[src/rtl/unpacker.sv]
// unpacker: splits an LSB-first, contiguous stream of p-bit values carried in
// BIT_WIDTH-bit rows into one full-width value per output handshake.
// Values may straddle two rows; a 2*BIT_WIDTH window holds the pending bits.
// Optional macro UNPACKER_SIGN_EXT_EN: sign-extend o_out from bit p-1
// instead of zero-extending.
module unpacker #(
    parameter int BIT_WIDTH  = 16,
    parameter int PREC_BITS  = 5,
    parameter int COUNT_BITS = 16
) (
    input  logic                  clk,
    input  logic                  rst_n,
    input  logic                  i_start,
    input  logic [PREC_BITS-1:0]  i_prec,
    input  logic [COUNT_BITS-1:0] i_count,
    input  logic [BIT_WIDTH-1:0]  i_row,
    input  logic                  i_row_valid,
    output logic                  o_row_ready,
    output logic [BIT_WIDTH-1:0]  o_out,
    output logic                  o_valid,
    input  logic                  i_ready,
    output logic                  o_busy,
    output logic                  o_done
);

    localparam int WIN_W  = 2 * BIT_WIDTH;
    localparam int FILL_W = $clog2(WIN_W) + 1;

    typedef enum logic [1:0] {
        IDLE,
        RUN,
        DONE
    } state_t;

    state_t                  state;
    state_t                  state_nx;
    logic [WIN_W-1:0]        window;
    logic [FILL_W-1:0]       fill;
    logic [COUNT_BITS-1:0]   count;
    logic [PREC_BITS-1:0]    prec;
    logic [PREC_BITS-1:0]    prec_lat;
    logic [FILL_W-1:0]       prec_f;
    logic                    row_xfer;
    logic                    val_xfer;
    logic [BIT_WIDTH-1:0]    low_bits;
    logic [BIT_WIDTH-1:0]    val_mask;
    logic [BIT_WIDTH-1:0]    val_ext;

    assign prec_f   = FILL_W'(prec);
    assign row_xfer = o_row_ready & i_row_valid;
    assign val_xfer = o_valid & i_ready;
    assign low_bits = window[BIT_WIDTH-1:0];

    // Clamp an out-of-range precision (0 or wider than a row) to a full row
    always_comb begin
        prec_lat = i_prec;
        if (i_prec == '0 || int'(i_prec) > BIT_WIDTH) begin
            prec_lat = PREC_BITS'(BIT_WIDTH);
        end
    end

    // State register
    always_ff @(posedge clk or negedge rst_n) begin
        if (!rst_n) begin
            state <= IDLE;
        end else begin
            state <= state_nx;
        end
    end

    // Next-state and handshake/status outputs; row_ready and valid are
    // mutually exclusive because they split on fill < p
    always_comb begin
        state_nx    = state;
        o_row_ready = 1'b0;
        o_valid     = 1'b0;
        o_busy      = 1'b0;
        o_done      = 1'b0;
        case (state)
            IDLE: begin
                if (i_start) begin
                    state_nx = (i_count == '0) ? DONE : RUN;
                end
            end
            RUN: begin
                o_busy = 1'b1;
                if (fill < prec_f) begin
                    o_row_ready = 1'b1;
                end else begin
                    o_valid = 1'b1;
                    if (i_ready && count == COUNT_BITS'(1)) begin
                        state_nx = DONE;
                    end
                end
            end
            DONE: begin
                o_busy   = 1'b1;
                o_done   = 1'b1;
                state_nx = IDLE;
            end
            default: state_nx = IDLE;
        endcase
    end

    // Window, fill level, remaining count and latched precision
    always_ff @(posedge clk or negedge rst_n) begin
        if (!rst_n) begin
            window <= '0;
            fill   <= '0;
            count  <= '0;
            prec   <= PREC_BITS'(BIT_WIDTH);
        end else if (state == IDLE && i_start) begin
            window <= '0;
            fill   <= '0;
            count  <= i_count;
            prec   <= prec_lat;
        end else if (row_xfer) begin
            // fill < p <= BIT_WIDTH here, so the shifted row always fits
            window <= window | (WIN_W'(i_row) << fill);
            fill   <= fill + FILL_W'(BIT_WIDTH);
        end else if (val_xfer) begin
            window <= window >> prec;
            fill   <= fill - prec_f;
            count  <= count - COUNT_BITS'(1);
        end
    end

    // Select window[p-1:0] and extend it to a full-width value
    always_comb begin
        val_mask = '0;
        for (int unsigned i = 0; i < BIT_WIDTH; i++) begin
            if (i < 32'(prec)) begin
                val_mask[i] = 1'b1;
            end
        end
`ifdef UNPACKER_SIGN_EXT_EN
        val_ext = low_bits & val_mask;
        for (int unsigned i = 0; i < BIT_WIDTH; i++) begin
            if (i + 1 == 32'(prec) && low_bits[i]) begin
                val_ext = (low_bits & val_mask) | ~val_mask;
            end
        end
`else
        val_ext = low_bits & val_mask;
`endif
    end

    assign o_out = o_valid ? val_ext : '0;

endmodule

[config.mk]
export PLATFORM = sky130hd
export DESIGN_NAME = unpacker
export DESIGN_NICKNAME = d
export VERILOG_FILES = /design/src/rtl/unpacker.sv
export SDC_FILE = /design/constraint.sdc
export NUM_CORES = 1
export LEC_CHECK = 0
export ABC_AREA = 0
export CAP_MARGIN = 10
export CORE_MARGIN = 3
export CORE_UTILIZATION = 40
export CTS_BUF_LIST = sky130_fd_sc_hd__clkbuf_4 sky130_fd_sc_hd__clkbuf_8
export DETAILED_ROUTE_END_ITERATION = 10
export PLACE_DENSITY = 0.66
export SETUP_SLACK_MARGIN = 0.02
export SLEW_MARGIN = 20
export SYNTH_ARGS = -nofsm -noshare
export SYNTH_HDL_FRONTEND = slang
export SYNTH_SLANG_ARGS = --single-unit
[constraint.sdc]
create_clock -name clk -period 3.37 [get_ports clk]
set_input_delay 0.5055 -clock clk [delete_from_list [all_inputs] [get_ports clk]]
set_output_delay 0.5055 -clock clk [all_outputs]
set_load 0.03 [all_outputs]
==> results of run 1 <==
## final cells by class
class | count | area share, %
clock inverter | 4 | 0.702
inverter | 19 | 1.00
tap | 184 | 3.23
sequential | 61 | 21.4
clock buffer | 12 | 2.14
timing repair buffer | 90 | 11.1
multi-input combinational | 613 | 60.4
## worst paths after layout
check | cells past startpoint | endpoint | slack (ps) | from
worst max-delay path | 10 | o_out[15] | 200 | fill[0]
worst min-delay path | 2 | count[9] | 320 | rst_n
worst max register to register | 11 | window[7] | 240 | fill[0]
worst min register to register | 1 | state[0] | 560 | state[0]
max in group asynchronous | 2 | prec[0] | 2430 | rst_n
min in group clk | 1 | state[0] | 560 | state[0]
## logic make-up (layout without fill, tap and decap cells)
kind of cell,after synthesis,in the layout
XOR/XNOR,16,16
flip-flops,61,61
AND/OR/NAND/NOR,272,272
multiplexers,102,102
AO/OA/AOI/OAI,211,211
buffers and inverters,79,125
adder cells (fa/ha/maj),12,12
## power by group through the flow
stage	Combinational [mW]	Sequential (mW)	Clock, mW
floorplan	3.23	1.24	0
CTS	4.37	1.38	0.706
detailed placement	4.32	1.39	0
global route	4.87	1.42	0.736
global placement	4.29	1.38	0
finish	4.51	1.39	0.700
## cell usage in the layout, fill, tap and decap left out, types with 4 or more instances in the layout
master	netlist	routed
sky130_fd_sc_hd__a31oi_1	11	11
sky130_fd_sc_hd__and3_1	12	12
sky130_fd_sc_hd__nand3_1	20	20
sky130_fd_sc_hd__ha_1	11	11
sky130_fd_sc_hd__nand2_1	92	91
sky130_fd_sc_hd__clkbuf_8	0	10
sky130_fd_sc_hd__xor2_1	11	11
sky130_fd_sc_hd__a311oi_1	7	7
sky130_fd_sc_hd__a2111oi_0	4	4
sky130_fd_sc_hd__a221oi_1	6	6
sky130_fd_sc_hd__mux2i_1	63	63
sky130_fd_sc_hd__dfrtp_1	60	59
sky130_fd_sc_hd__mux4_2	17	17
sky130_fd_sc_hd__o21ai_0	45	45
sky130_fd_sc_hd__nor2b_1	6	6
sky130_fd_sc_hd__a22oi_1	10	10
sky130_fd_sc_hd__o221ai_1	5	5
sky130_fd_sc_hd__o21a_1	6	6
sky130_fd_sc_hd__a211oi_1	16	16
sky130_fd_sc_hd__buf_4	2	46
sky130_fd_sc_hd__mux2_2	17	17
sky130_fd_sc_hd__nand3b_1	8	8
sky130_fd_sc_hd__a21oi_1	46	46
sky130_fd_sc_hd__nor4_1	8	8
sky130_fd_sc_hd__o21ai_1	13	12
sky130_fd_sc_hd__or3_1	8	8
sky130_fd_sc_hd__o31ai_1	5	5
sky130_fd_sc_hd__nor3b_1	4	4
sky130_fd_sc_hd__clkdlybuf4s50_1	0	42
sky130_fd_sc_hd__xnor2_1	5	5
sky130_fd_sc_hd__inv_1	16	16
sky130_fd_sc_hd__nand2b_1	9	9
sky130_fd_sc_hd__o22ai_1	5	5
sky130_fd_sc_hd__nor2_1	63	63
sky130_fd_sc_hd__nor3_1	26	26
sky130_fd_sc_hd__nand4_1	4	4
sky130_fd_sc_hd__o211ai_1	8	8
## cell usage after synthesis (all sizes together) (2+ instances only)
cell | n | share of area [%]
o21ai | 58 | 4.7
o211ai | 8 | 0.97
nor4 | 8 | 0.81
ha | 11 | 2.2
clkbuf | 27 | 1.7
buf | 33 | 3.3
xor2 | 11 | 1.6
a221oi | 7 | 1.1
o31ai | 5 | 0.61
and2 | 4 | 0.40
nand3b | 8 | 0.97
nand3 | 20 | 1.6
nor2b | 6 | 0.61
a22oi | 10 | 1.2
o311a | 2 | 0.32
a2111oi | 4 | 0.57
o21a | 6 | 0.73
nor2 | 63 | 3.8
mux2i | 63 | 10
mux4 | 19 | 7.0
nand4 | 4 | 0.40
or4 | 2 | 0.30
a211oi | 18 | 2.3
and3 | 12 | 1.2
a311oi | 7 | 0.99
o22ai | 6 | 0.71
a31oi | 11 | 1.1
nor3 | 27 | 2.3
dfrtp | 60 | 24
or3 | 8 | 0.81
mux2 | 20 | 3.7
or2 | 3 | 0.30
o221ai | 5 | 0.71
inv | 18 | 1.1
a21oi | 46 | 3.7
nand2 | 92 | 5.6
o41ai | 2 | 0.28
nand2b | 9 | 0.91
nor3b | 4 | 0.49
xnor2 | 5 | 0.71
## registers in the layout, summed over array words and instances, names as in the netlist
name,flops
count,16
fill,6
prec,5
state,2
window,32
## what timing repair did
item,CTS,global route
resized for setup,2,3
pin swaps,1,1
buffers inserted,2,1
setup endpoints to repair,13,10
## metrics by stage
stage,utilization [%],instances,setup slack [ps]
floorplan,-,753,123
global route,48.1,983,27.5
CTS,48.0,982,99.7
detailed placement,46.5,964,154
finish,48.1,983,198
global placement,46.5,964,268
## routing by layer
layer / vias up / part of all wire, %
met3: 76 / 8.9
met1: 3098 / 42
met5: - / 0
met2: 346 / 45
met4: 0 / 4.4
li1: 2907 / -
==> out/qor.txt, run 1 <==
Met2 track utilization from global routing: 40.7%
Max cap viols: 0
H-tree levels: 3
P&R area growth vs syn: 15.2%
Final Slew Violations: 0
Largest voltage drop on the vdd net: 0.519 mV
Dominant combinational cell family by area after synthesis: compound AO/OA/AOI/OAI gates
Number of clock sinks: 61
Area after DPL: 6880 µm²
Total area of multi-input combinational cells: 4310 µm²
Power per cell area: 926 nW/µm²
Max incr delay on CP: 450 ps
Critical path start-end classification: register to primary output
Number of global-route vias before repair: 6218
Synth Area in Compound Gates: 22.5%
Total congestion overflow after global routing: 0
Post-DR vias/cell: 6.54
Initial antenna violation count: 0
Class of the most critical hold timing path: input port to asynchronous set/reset pin
Detailed-route wire length per cell: 22.7 µm
Clock Tree Root: sky130_fd_sc_hd__clkbuf_8
Number of setup violations in the final report: 0
Post-synthesis simple-gate area fraction: 20.9%
Data arrival time of the critical path: 2670 ps
Y dimension of the die: 130 µm
Design Power: 6.61 mW
Total length of routed wires: 22300 µm
Final RePlAce weighted congestion: 0.982
Final antenna-violating net count: 0
Transition time at the pin with the least slew margin: 926 ps
Final HPWL DP: 16500 µm
Area of the mapped netlist: 6190 µm²
Cell type with the highest occurrence count on the critical path: sky130_fd_sc_hd__inv_1
Overall track demand over capacity in global routing: 26.4%
Asr flop ratio synth: 100%
Number of fillers in the final layout: 1451
Final setup TNS: 0 ps
Global Route met1 Usage: 35.2%
Highest-delay cell along the critical path: sky130_fd_sc_hd__fa_1
Xor and xnor area share after synthesis: 2.26%
Met3 GRT Util: 6.38%
Number of buffers created by CTS: 9
Initial core utilization: 41.8%
Post-CTS Hold Buffers: 0
Cell internal pwr: 3.12 mW
Post-route minimum period: 3170 ps
Wire length of the first global-routing pass: 34600 µm
Core outline area: 14800 µm²
Number of hold-slack violations in the final timing report: 0
DRC Markers: 0
Clock latency at the later pin of the worst-skew pair: 370 ps
Remaining max-slew budget at the tightest pin: 37.8%
Highest fanout seen on the critical path: 7
Register bit total from synthesis: 61
Leakage power figure: 2.78 nW
TritonCTS clock tree: done
Number of nets in the layout: 848
Total I/O pin count: 62
Cell count after synthesis: 753
Sw power: 3.48 mW
Combined buffer and inverter count along the critical path: 4
Clock-pin slew reported for the worst setup and hold paths after clock tree synthesis: 80 ps
Count of buffers from port buffering: 61
Sequential area share after synthesis: 24.7%
Hold Worst Slack: 320 ps
Maximum clock frequency: 0.315 GHz
Via count: 6427
Synthesized-area fraction occupied by adder cells: 2.55%
Largest net degree at the start of global routing: 62
Tcrit/Tclk final: 94.1%
Cell type group with the largest total delay on the critical path: adder cells
Detailed Route Iter0 Violations: 835
Result of the run: finished, final reports clean
Cells along the critical path: clkinv_1 > ha_1 > inv_1 > fa_1 > a211oi_4 > o21ai_4 > nand2_4 > inv_1 > and3_1 > buf_4
Number of optimization iterations in the first detailed-route pass: 6
Bufs on Longest Clock Path: 2
Startpoint Class: register
Share of synthesized area spent on multiplexers: 20.9%
Clock network power share: 10.6%
Diode count: 0
Mean Syn Cell Area: 8.22 µm²
Net switching share of the total power: 52.7%
Required time of the critical path: 2860 ps
Portion of total power attributed to sequential cells: 21.1%
Finished Cell Area: 7130 µm²
Number of cell rows: 44
Share of power burned in combinational logic: 68.3%
Post-synth cell types: 76
Synthesized Nets: 807
Final setup skew: 13.7 ps
Top FF cell, synth: sky130_fd_sc_hd__dfrtp_1
Total number of yosys warnings: 0
Fraction of final layout cells with drive strength greater than 1: 14.5%
Total Die Area: 17000 µm²
CP Capture Type: primary output
Die X-Extent: 130 µm
Unrepaired setup endpoints after global routing: no
Peak-usage layer in the global routing report: met2
Number of synthesized flops with an enable pin: 0
Register area: 1530 µm²
(Power assumes the default switching activity.)
==> inputs of run 2 (changes only) <==
==> constraint.sdc (replaced) <==
create_clock -name clk -period 3.1 [get_ports clk]
set_input_delay 0.31 -clock clk [delete_from_list [all_inputs] [get_ports clk]]
set_output_delay 0.31 -clock clk [all_outputs]
set_load 0.03 [all_outputs]
==> run 2 against run 1 <==
Effect of this change:
- setup slack improved by 15 ps
- clock-buffer cell count increased by 1
- first-iteration DRC count increased by 2.8%
- sequential cell count unchanged
- sequential power increased by 10%
- utilization increased by 0.21 points
- sequential share of layout area decreased by 0.094 points
- critical path type unchanged
- largest power group unchanged
- highest routed layer unchanged
==> out/qor.txt, run 2 (synthesis results as in run 1) <==
Leakage power figure: 2.81 nW (+1.1%)
Highest fanout seen on the critical path: 7 (unchanged)
Largest voltage drop on the vdd net: 0.816 mV (+57%)
Number of fillers in the final layout: 1408 (-3.0%)
Post-DR vias/cell: 6.57 (+0.42%)
Cell type with the highest occurrence count on the critical path: sky130_fd_sc_hd__inv_1
Y dimension of the die: 130 µm (unchanged)
Core outline area: 14800 µm² (unchanged)
Placed insts: 971 (+0.73%)
Critical path start-end classification: register to primary output
Final HPWL DP: 17400 µm (+5.7%)
Startpoint Class: register
Cells along the critical path: clkinv_1 > ha_1 > inv_1 > fa_1 > a211oi_4 > o21ai_4 > nand2_4 > inv_1 > and3_1 > buf_4
Net switching share of the total power: 52.9% (+0.19 points)
Hold Worst Slack: 135 ps (-186 ps)
Flip-flop count of the largest register after layout: 32 (unchanged)
Detailed-route wire length per cell: 23.5 µm (+3.7%)
Clock-pin slew reported for the worst setup and hold paths after clock tree synthesis: 70 ps (about the same)
Register with the most flip-flops: window
DRC Markers: 0 (unchanged)
Cell internal pwr: 3.44 mW (+10%)
Finished Cell Area: 7160 µm² (+0.44%)
Number of global-route vias before repair: 6057 (-2.6%)
Final RePlAce weighted congestion: 0.997 (+1.5%)
Number of standard cells in the layout, taps in and fillers out: 988 (+0.51%)
Leading cell type in the layout, fill and taps excluded: sky130_fd_sc_hd__nand2_1
Most used cells in the layout excluding fill and tap cells: 91 x sky130_fd_sc_hd__nand2_1, 63 x sky130_fd_sc_hd__nor2_1, 63 x sky130_fd_sc_hd__mux2i_1
Design Power: 7.30 mW (+10%)
Clock Tree Root: sky130_fd_sc_hd__clkbuf_8
Required time of the critical path: 2790 ps (-70 ps)
Number of hold-slack violations in the final timing report: 0 (unchanged)
Diode count: 0 (unchanged)
TritonCTS clock tree: done
Maximum clock frequency: 0.346 GHz
Via count: 6487 (+0.93%)
Largest net degree at the start of global routing: 62 (unchanged)
Result of the run: finished, final reports clean
Detailed Route Iter0 Violations: 858 (+2.8%)
Final setup skew: 11.2 ps (-2.45 ps)
Transition time at the pin with the least slew margin: 839 ps (-86.3 ps)
Wire length of the first global-routing pass: 35900 µm (+3.5%)
Number of clock sinks: 61 (unchanged)
Number of cell rows: 44 (unchanged)
Final setup TNS: 0 ps (unchanged)
Portion of total power attributed to sequential cells: 21.0% (about the same)
Total length of routed wires: 23200 µm (+4.2%)
Final antenna-violating net count: 0 (unchanged)
Remaining max-slew budget at the tightest pin: 44.0% (+6.2 points)
Setup slack of the critical path after layout: 213 ps (+14.7 ps)
Number of nets in the layout: 854 (+0.71%)
Number of buffers created by CTS: 9 (unchanged)
Placement-stage worst setup slack: 192 ps (+37.6 ps)
Number of optimization iterations in the first detailed-route pass: 5 (-1)
Share of power burned in combinational logic: 69.0% (+0.7 points)
Total Die Area: 17000 µm² (unchanged)
Initial core utilization: 41.8% (unchanged)
H-tree levels: 3 (unchanged)
Max cap viols: 0 (unchanged)
Bufs on Longest Clock Path: 2 (unchanged)
Area after DPL: 6930 µm² (+0.76%)
Number of setup violations in the final report: 0 (unchanged)
Unrepaired setup endpoints after global routing: no
Total congestion overflow after global routing: 0 (unchanged)
Tcrit/Tclk final: 93.1%
CP Capture Type: primary output
Max incr delay on CP: 460 ps (about the same)
Power per cell area: 1020 nW/µm² (+10%)
Sw power: 3.86 mW (+11%)
Largest regs: window (32), count (16), fill (6)
P&R area growth vs syn: 15.8%
Class of the most critical hold timing path: input port to asynchronous set/reset pin
Final Slew Violations: 0 (unchanged)
Count of buffers from port buffering: 61 (unchanged)
Highest-delay cell along the critical path: sky130_fd_sc_hd__fa_1
Fraction of final layout cells with drive strength greater than 1: 15.0% (+0.53 points)
Total I/O pin count: 62 (unchanged)
Clock network power share: 10.0% (-0.6 points)
Data arrival time of the critical path: 2580 ps (-90 ps)
Post-Route Utilization: 48.4% (+0.21 points)
Die X-Extent: 130 µm (unchanged)
Overall track demand over capacity in global routing: 27.5% (+1.1 points)
Post-route minimum period: 2890 ps
Initial antenna violation count: 0 (unchanged)
Clock latency at the later pin of the worst-skew pair: 360 ps (about the same)
[run 2: cell types whose count changed in the layout (fill, tap and decap cells not counted)]
cell | before | now
sky130_fd_sc_hd__buf_4 | 46 | 52
sky130_fd_sc_hd__clkbuf_4 | 2 | 4
sky130_fd_sc_hd__clkinvlp_4 | 2 | 0
sky130_fd_sc_hd__clkbuf_8 | 10 | 9
[run 2: worst paths after layout]
check,start,end,slack (ps),depth (start not counted)
min,rst_n,count[4],130,2
min reg2reg,count[5],count[5],540,2
max,fill[0],o_out[15],210,10
max in group asynchronous,rst_n,prec[0],2370,2
max reg2reg,fill[0],window[1],240,11
min in group clk,i_count[4],count[4],530,3
[run 2: worst max-delay path, delay by kind of cell, from the launching register on]
| family | cells | cell delay [ps] |
|---|---|---|
| AND/OR/NAND/NOR | 2 | 330 |
| AO/OA/AOI/OAI | 2 | 500 |
| buffers and inverters | 4 | 400 |
| flip-flops | 1 | 380 |
| adder cells (fa/ha/maj) | 2 | 610 |
[run 2: power groups by stage]
stage                     combinational [mW]  sequential (mW)  clock, mW
after global placement                  4.79             1.51          0
after CTS                               4.84             1.50      0.733
final                                   5.03             1.53      0.732
after floorplan                         3.51             1.35          0
after global routing                    5.39             1.55      0.773
after detailed placement                4.80             1.52          0
[run 2: area by class of cell]
cell class / count / area, µm² / share of cell area (%)
clock buffer: 13 / 154 / 2.15
clock inverter: 2 / 35.0 / 0.489
inverter: 19 / 71.3 / 0.996
multi-input combinational: 613 / 4310 / 60.1
sequential: 61 / 1530 / 21.3
tap: 184 / 230 / 3.21
timing repair buffer: 96 / 836 / 11.7
[run 2: metal layers]
metal,track usage (%),part of all wire (%),wire length [µm],up-vias
met2,43.1,46,10600,333
met1,38.5,42,9850,3182
met4,9.38,3.3,764,0
met5,0,0,0,-
met3,4.84,8.7,2010,51
li1,-,-,-,2921
[run 2: what timing repair did]
item | in CTS | in global routing
gates resized for setup | 1 | 4
buffers inserted | 1 | 1
endpoints found under the setup margin | 12 | 16
pin swaps | 1 | 1
hold buffers | 0 | 0
